File: src/rtl/pcpi_arbiter.sv
// pcpi_arbiter: registered fixed-priority PCPI fan-out / fan-in.
// Define PCPI_ARB_TIMEOUT_EN to build the hung co-processor watchdog.
module pcpi_arbiter #(
  parameter int NUM_CH         = 2,
  parameter int TIMEOUT_CYCLES = 64
) (
  input  logic                   clk,
  input  logic                   resetn,
  input  logic                   pcpi_valid_in,
  input  logic [31:0]            pcpi_insn_in,
  input  logic [31:0]            pcpi_rs1_in,
  input  logic [31:0]            pcpi_rs2_in,
  output logic                   pcpi_wr,
  output logic [31:0]            pcpi_rd,
  output logic                   pcpi_wait,
  output logic                   pcpi_ready,
  output logic [NUM_CH-1:0]      ch_valid,
  output logic [31:0]            ch_insn,
  output logic [31:0]            ch_rs1,
  output logic [31:0]            ch_rs2,
  input  logic [NUM_CH-1:0]      ch_wr,
  input  logic [32*NUM_CH-1:0]   ch_rd,
  input  logic [NUM_CH-1:0]      ch_wait,
  input  logic [NUM_CH-1:0]      ch_ready,
  input  logic [NUM_CH-1:0]      ch_enable,
  input  logic                   err_clear,
  output logic                   err_collision,
  output logic                   err_timeout,
  output logic [2:0]             last_ch
);

  typedef enum logic [1:0] {
    IDLE, BUSY, RESP, DRAIN
  } state_e;

  state_e state_q, state_d;

  logic              active;
  logic [NUM_CH-1:0] rdy_en;
  logic              any_rdy;
  logic [3:0]        n_rdy;
  logic [2:0]        win_idx;
  logic              win_wr;
  logic [31:0]       win_rd;
  logic              capture;
  logic              expire;
  logic              to_fire;

  logic              wr_q, wr_d;
  logic              ready_q, ready_d;
  logic [31:0]       rd_q, rd_d;
  logic [2:0]        last_q, last_d;
  logic              coll_q, coll_d;

  assign ch_insn = pcpi_insn_in;
  assign ch_rs1  = pcpi_rs1_in;
  assign ch_rs2  = pcpi_rs2_in;
  assign rdy_en  = ch_ready & ch_enable;
  assign any_rdy = |rdy_en;

  // Walk downwards so the lowest enabled index is the final winner.
  always_comb begin
    win_idx = '0;
    win_wr  = 1'b0;
    win_rd  = '0;
    n_rdy   = '0;
    for (int i = NUM_CH - 1; i >= 0; i--) begin
      if (rdy_en[i]) begin
        win_idx = 3'(i);
        win_wr  = ch_wr[i];
        win_rd  = ch_rd[32*i +: 32];
      end
      n_rdy = n_rdy + 4'(rdy_en[i]);
    end
  end

  always_comb begin
    state_d = state_q;
    capture = 1'b0;
    to_fire = 1'b0;
    unique case (state_q)
      IDLE: begin
        if (pcpi_valid_in) begin
          if (any_rdy) begin
            capture = 1'b1;
            state_d = RESP;
          end else begin
            state_d = BUSY;
          end
        end
      end
      BUSY: begin
        if (!pcpi_valid_in) begin
          state_d = IDLE;
        end else if (any_rdy) begin
          capture = 1'b1;
          state_d = RESP;
        end else if (expire) begin
          to_fire = 1'b1;
          state_d = RESP;
        end
      end
      RESP:    state_d = DRAIN;
      DRAIN:   if (!pcpi_valid_in) state_d = IDLE;
      default: state_d = IDLE;
    endcase
  end

  always_comb begin
    active    = (state_q == IDLE) || (state_q == BUSY);
    ch_valid  = (active && pcpi_valid_in) ? ch_enable : '0;
    pcpi_wait = active && (|(ch_wait & ch_enable));
  end

  always_comb begin
    wr_d    = 1'b0;
    rd_d    = rd_q;
    last_d  = last_q;
    ready_d = (state_d == RESP);
    coll_d  = coll_q & ~err_clear;
    if (capture) begin
      wr_d   = win_wr;
      rd_d   = win_rd;
      last_d = win_idx;
      if (n_rdy > 4'd1) coll_d = 1'b1;
    end else if (to_fire) begin
      rd_d = '0;
    end
  end

  always_ff @(posedge clk) begin
    if (!resetn) begin
      state_q <= IDLE;
      wr_q    <= 1'b0;
      ready_q <= 1'b0;
      rd_q    <= '0;
      last_q  <= '0;
      coll_q  <= 1'b0;
    end else begin
      state_q <= state_d;
      wr_q    <= wr_d;
      ready_q <= ready_d;
      rd_q    <= rd_d;
      last_q  <= last_d;
      coll_q  <= coll_d;
    end
  end

`ifdef PCPI_ARB_TIMEOUT_EN
  localparam int CW = $clog2(TIMEOUT_CYCLES);

  logic [CW-1:0] cnt_q, cnt_d;
  logic          tout_q, tout_d;

  assign expire = (cnt_q == CW'(TIMEOUT_CYCLES - 1));

  // Held at zero in IDLE so each BUSY entry starts a fresh count.
  always_comb begin
    cnt_d = cnt_q;
    if (state_q == IDLE) cnt_d = '0;
    else if (state_q == BUSY) cnt_d = cnt_q + CW'(1);
    tout_d = to_fire | (tout_q & ~err_clear);
  end

  always_ff @(posedge clk) begin
    if (!resetn) begin
      cnt_q  <= '0;
      tout_q <= 1'b0;
    end else begin
      cnt_q  <= cnt_d;
      tout_q <= tout_d;
    end
  end

  assign err_timeout = tout_q;
`else
  assign expire      = 1'b0;
  assign err_timeout = 1'b0;
`endif

  assign pcpi_wr       = wr_q;
  assign pcpi_rd       = rd_q;
  assign pcpi_ready    = ready_q;
  assign last_ch       = last_q;
  assign err_collision = coll_q;

endmodule
File: config.mk
export PLATFORM = sky130hd
export DESIGN_NAME = pcpi_arbiter
export DESIGN_NICKNAME = d
export VERILOG_FILES = /design/src/rtl/pcpi_arbiter.sv
export SDC_FILE = /design/constraint.sdc
export NUM_CORES = 1
export LEC_CHECK = 0
export BUFFER_PORTS_ARGS = -buffer_cell sky130_fd_sc_hd__buf_4
export CAP_MARGIN = 20
export CELL_PAD_IN_SITES_DETAIL_PLACEMENT = 2
export CELL_PAD_IN_SITES_GLOBAL_PLACEMENT = 2
export CORE_MARGIN = 1
export CORE_UTILIZATION = 17
export DETAILED_ROUTE_END_ITERATION = 12
export GPL_TIMING_DRIVEN = 0
export PLACE_DENSITY = 0.85
export SLEW_MARGIN = 25
export SYNTH_ARGS = -nofsm -noshare
export SYNTH_HDL_FRONTEND = slang
export SYNTH_SLANG_ARGS = --single-unit
File: constraint.sdc
create_clock -name clk -period 2.7 [get_ports clk]
set_input_delay 0.135 -clock clk [delete_from_list [all_inputs] [get_ports clk]]
set_output_delay 0.135 -clock clk [all_outputs]
set_load 0.005 [all_outputs]
=== Yosys cells after proc, flatten, opt, wreduce, memory -nomap -nowiden ===
Cells that the tools add are included.

* Multiplexer cells: 19
* Equality and inequality tests: 4
* $lt $le $gt $ge: 1
* Reductions and logical operators: 8
* Add/subtract/negate cells: 1
* Bitwise operators: 4

{| class="wikitable"
|+ Operators by type and width
! cell !! count
|-
| 32-bit 2-to-1 mux || 3
|-
| 2-bit 2-to-1 mux || 6
|-
| 1-bit 2-to-1 mux || 9
|-
| 2-bit one-hot mux with 4 select lines || 1
|-
| 2-bit equality test (second input constant) || 3
|-
| 2-bit OR reduction || 3
|-
| 2-bit AND || 2
|-
| 1-bit by 1-bit adder with 2-bit output || 1
|-
| 2-bit by 1-bit equality test with 1-bit output (second input constant) || 1
|-
| 2-bit by 1-bit greater-than comparator with 1-bit output (second input constant) || 1
|-
| 1-bit logical AND || 2
|-
| 2-bit logical NOT || 1
|-
| 2-bit AND reduction || 1
|-
| 1-bit AND || 1
|-
| 1-bit logical OR || 1
|-
| 1-bit NOT || 1
|}

* Register bits after elaboration: 40
* Logic and storage cells: 43
* Bits of input ports: 172
* Output and inout bits: 138

=== Depth between registers and ports, before layout ===
* Depth after elaboration: 6
* Depth in mapped cells: 5
* Mapped depth without buffers: 3

=== Least setup slack after synthesis ===
Ideal clock, no wire load.

* Path kind: register to register
* From: register state_q[1]
* To: register rd_q[21], in the netlist pcpi_rd[21]
* Period minus slack after synthesis: 1,102 ps
* Setup time: 88 ps
* Setup slack: 1,598 ps
* Stages on the path, launching flop included: 6
* Arrival: 1,013 ps
* Path buffers: 2
* Data required time: 2,612 ps
* Path through: dfxtp_1 > nor2b_1 > buf_2 > buf_2 > o21ai_0 > a311oi_2

* Word-level cells in the longest chain between the ends: 3
* Elaborated cells between the ends (all ways): 4
* Those cells by class: eq/ne (1); mux (1); reduce/logical (2)

{| class="wikitable"
|+ RTL lines
! item !! line !! RTL
|-
| start, declared || 36 || <nowiki>state_e state_q, state_d;</nowiki>
|-
| start signal, assigned || 140 || <nowiki>state_q <= state_d;</nowiki>
|-
| 2-bit by 1-bit equality test with 1-bit output or 2-bit logical NOT (tied branches) || 81 || <nowiki>unique case (state_q)</nowiki>
|-
| 2-bit OR reduction (no line) * || n/a ||
|-
| 1-bit 2-to-1 mux * || n/a ||
|-
| end signal, assigned || 143 || <nowiki>rd_q <= rd_d;</nowiki>
|-
| end, declared || 51 || <nowiki>logic [31:0] rd_q, rd_d;</nowiki>
|}

Mark *: on every way between the ends. The rest lies on a longest branch, timed or not.
A chain may end at the register's enable or synchronous reset.

=== Worst setup path after layout ===
* From: register state_q[1]
* To: output port ch_valid[0]

* Word-level cells in the longest chain between the ends: 4
* Elaborated cells between the ends (all ways): 5
* Those cells by class: eq/ne (1); mux (1); reduce/logical (3)

{| class="wikitable"
|+ RTL lines
! item !! line !! RTL
|-
| 2-bit by 1-bit equality test with 1-bit output or 2-bit logical NOT (tied branches) || 110 || <nowiki>active = (state_q == IDLE) || (state_q == BUSY);</nowiki>
|-
| 1-bit logical OR * || 110 ||
|-
| 1-bit logical AND * || 111 || <nowiki>ch_valid = (active && pcpi_valid_in) ? ch_enable : '0;</nowiki>
|-
| 2-bit 2-to-1 mux * || 111 ||
|-
| end, declared || 17 || <nowiki>output logic [NUM_CH-1:0] ch_valid,</nowiki>
|}

Marks and branches as above.

==> metrics.cfg <==
[critical_path]
startpoint_type=register
cp_max_fo=10
criticalPathCategory=reg2out
cp-endpoint=ch_valid[0]
crit_top_cell=buf_2
r2r_slack_ps=1240
cp_cell_sequence=nor2b_1, buf_2, buf_2, and2_1, buf_4
arrival_ps=1560
worstReg2RegEnd=pcpi_rd[23]
critPathLaunch=state_q[1]
r2r_cells=5
critPathMaxStageDelay_ps=340
timing.rr.start=state_q[1]
worst_setup_path_end_kind=output pin
crit_path_top_delay_cell=dfxtp_1
cp_data_required_time_ps=2570

[power]
p_per_area_mw_per_mm2=386.0
leakage_nw=2.257
max-vdd-ir-drop_v=0.0001947

[synth]
syn_area_mm2=0.002785
synth.avg_cell_area_um2=8.026
synth_area_leader_cell=buf_4
synth_ff_type=dfxtp_1
ys_async_sr_fraction_pct=0
synth_top_cell_area_share_pct=28.03
ys_seq_area_share_pct=27.31
ys_types=21
synthCells=347
ys_top_cells_by_area=buf_4, dfxtp_1, a311oi_2, o21ai_0, o21ai_1
synth_edf_count=0
ys_ff_latch=38
yosys_warnings=0
synth.most_common_cell=buf_4
yosys-top-cells-count=buf_4, dfxtp_1, nand2_1

[routing]
vias_per_cell=4.213
routed_wl_um=12780
dr.pass1.iters=4
drc_errors=0
drtAntennaViolNets=0
post_drt_wl_per_cell_um=16.36
vias=3290
first_iter_violations=42

[placement]
gp_congestion=0.6791
numPortBuffers=210
dpl.cell_count=775
dpl.hpwl_um=10410
post-place-ws_ps=1236

[floorplan]
start_util_pct=17.47
core_mm2=0.01594
die_y_um=130.0
ios=310
die_w_um=130.0
rows=46
die-area_mm2=0.01690

[sta]
worst_pin_slew_ps=539.2
finalSetupViolations=0
hold_viol=0
fin_worst_skew_ps=3.977
setup_tns_ps=0
period_needed_ps=1699
fin_ws_ps=1001
max-slew-margin-rel_pct=64.06
final_max_slew_viol_count=0
finalCritPeriodShare_pct=62.91
rsz0062_at_grt=false
fmax_mhz=588.7

[clock_tree]
htreeDepth=2
tritoncts=yes
cts_setup_buffers=0
clock-root-buffer=clkbuf_16
path_clk_slew_ps=60
clockBufferDepth=2
ctsHoldBuffers=0
cts_buffers=5
cts.repair.resized=0
insertion_delay_ps=290
cts_num_sinks=38

[global_route]
grt_use_total_pct=14.06
grt_overflow=0
grt_max_degree=11
grt_pass1_wl_um=18290
antenna_found_initial=0
grt_pass1_vias=3607

[layout]
area_growth_pct=71.56
diodes=0
fin_cells=781
nets=738
drive_gt1_share_pct=64.42

[run]
maxCapViolCount=0

[hold_path]
min_path_type=in2reg

[run_status]
status=completed

[layer usage]
metal | track usage, % | wire, um
met4 | 2.599 | 96
met3 | 3.280 | 944
met1 | 14.62 | 4568
met5 | 0 | 0
met2 | 28.41 | 7169
[through the flow]
step	hold WS, ps	power, mW	instance area [um^2]	util (%)
6_report	107.4	1.845	4778	29.97
5_1_grt	120.6	1.948	4778	29.97
4_1_cts	100.9	1.884	4778	29.97
3_5_place_dp	411.3	1.274	4639	29.10
3_3_place_gp	397.7	1.244	4639	29.10
2_1_floorplan	268.7	0.9336	2793	-
[kinds of logic after synthesis]
kind of cell,share of synthesized area [%]
other cells,0.1346
flops,27.31
simple gates,11.10
buf+inv,31.58
compound gates,29.87
[area by class of cell]
cell class / instances / area [um^2]
Tap cell: 216 / 270.3
Sequential cell: 38 / 760.7
Fill cell: 1891 / 11160
Clock buffer: 6 / 138.9
Multi-Input combinational cell: 186 / 1152
Buffer: 123 / 872.1
Timing Repair Buffer: 210 / 1577
Inverter: 2 / 7.507
[worst max-delay path: cells and delay by family (launching register included)]
family | cells | cell delay (ps)
AND/OR/NAND/NOR | 2 | 310
buffers and inverters | 3 | 630
flip-flops | 1 | 340
[worst min-delay path by stage]
stage / startpoint / to / cells after the start
2_1_floorplan: ch_wr[0] / pcpi_wr / 2
6_report: ch_wr[0] / pcpi_wr / 3
4_1_cts: ch_wr[0] / pcpi_wr / 3
3_3_place_gp: ch_wr[0] / pcpi_wr / 3
5_1_grt: ch_wr[0] / pcpi_wr / 3
3_5_place_dp: ch_wr[0] / pcpi_wr / 3
[cell usage in the layout (no fill, tap or decap)]
cell       count
buf_2         16
nand2b_1       1
nor2_1        33
dfxtp_1       38
clkbuf_16      5
and2_1         3
nand2_1       36
buf_4        314
a22oi_1        1
nand4_1        2
a21oi_1        4
o21ai_1       31
clkbuf_8       1
a211oi_1       1
inv_1          2
conb_1         3
a22o_2         1
clkbuf_1       3
a311oi_2      27
a31oi_1        2
a311oi_1       5
o21ai_0       34
nor2b_1        2
[where the power goes]
| group | switching [mW] | leakage (nW) | internal [mW] |
|---|---|---|---|
| sequential | 0.0272 | 0.311 | 0.596 |
| combinational | 0.265 | 1.88 | 0.363 |
| clock | 0.236 | 0.0688 | 0.358 |
[registers in the layout, indices dropped and copies added (netlist names)]
name and count:
pcpi_ready 1, last_ch 1, state_q 2, err_collision 1
pcpi_wr 1, pcpi_rd 32
(Power assumes the default switching activity.)
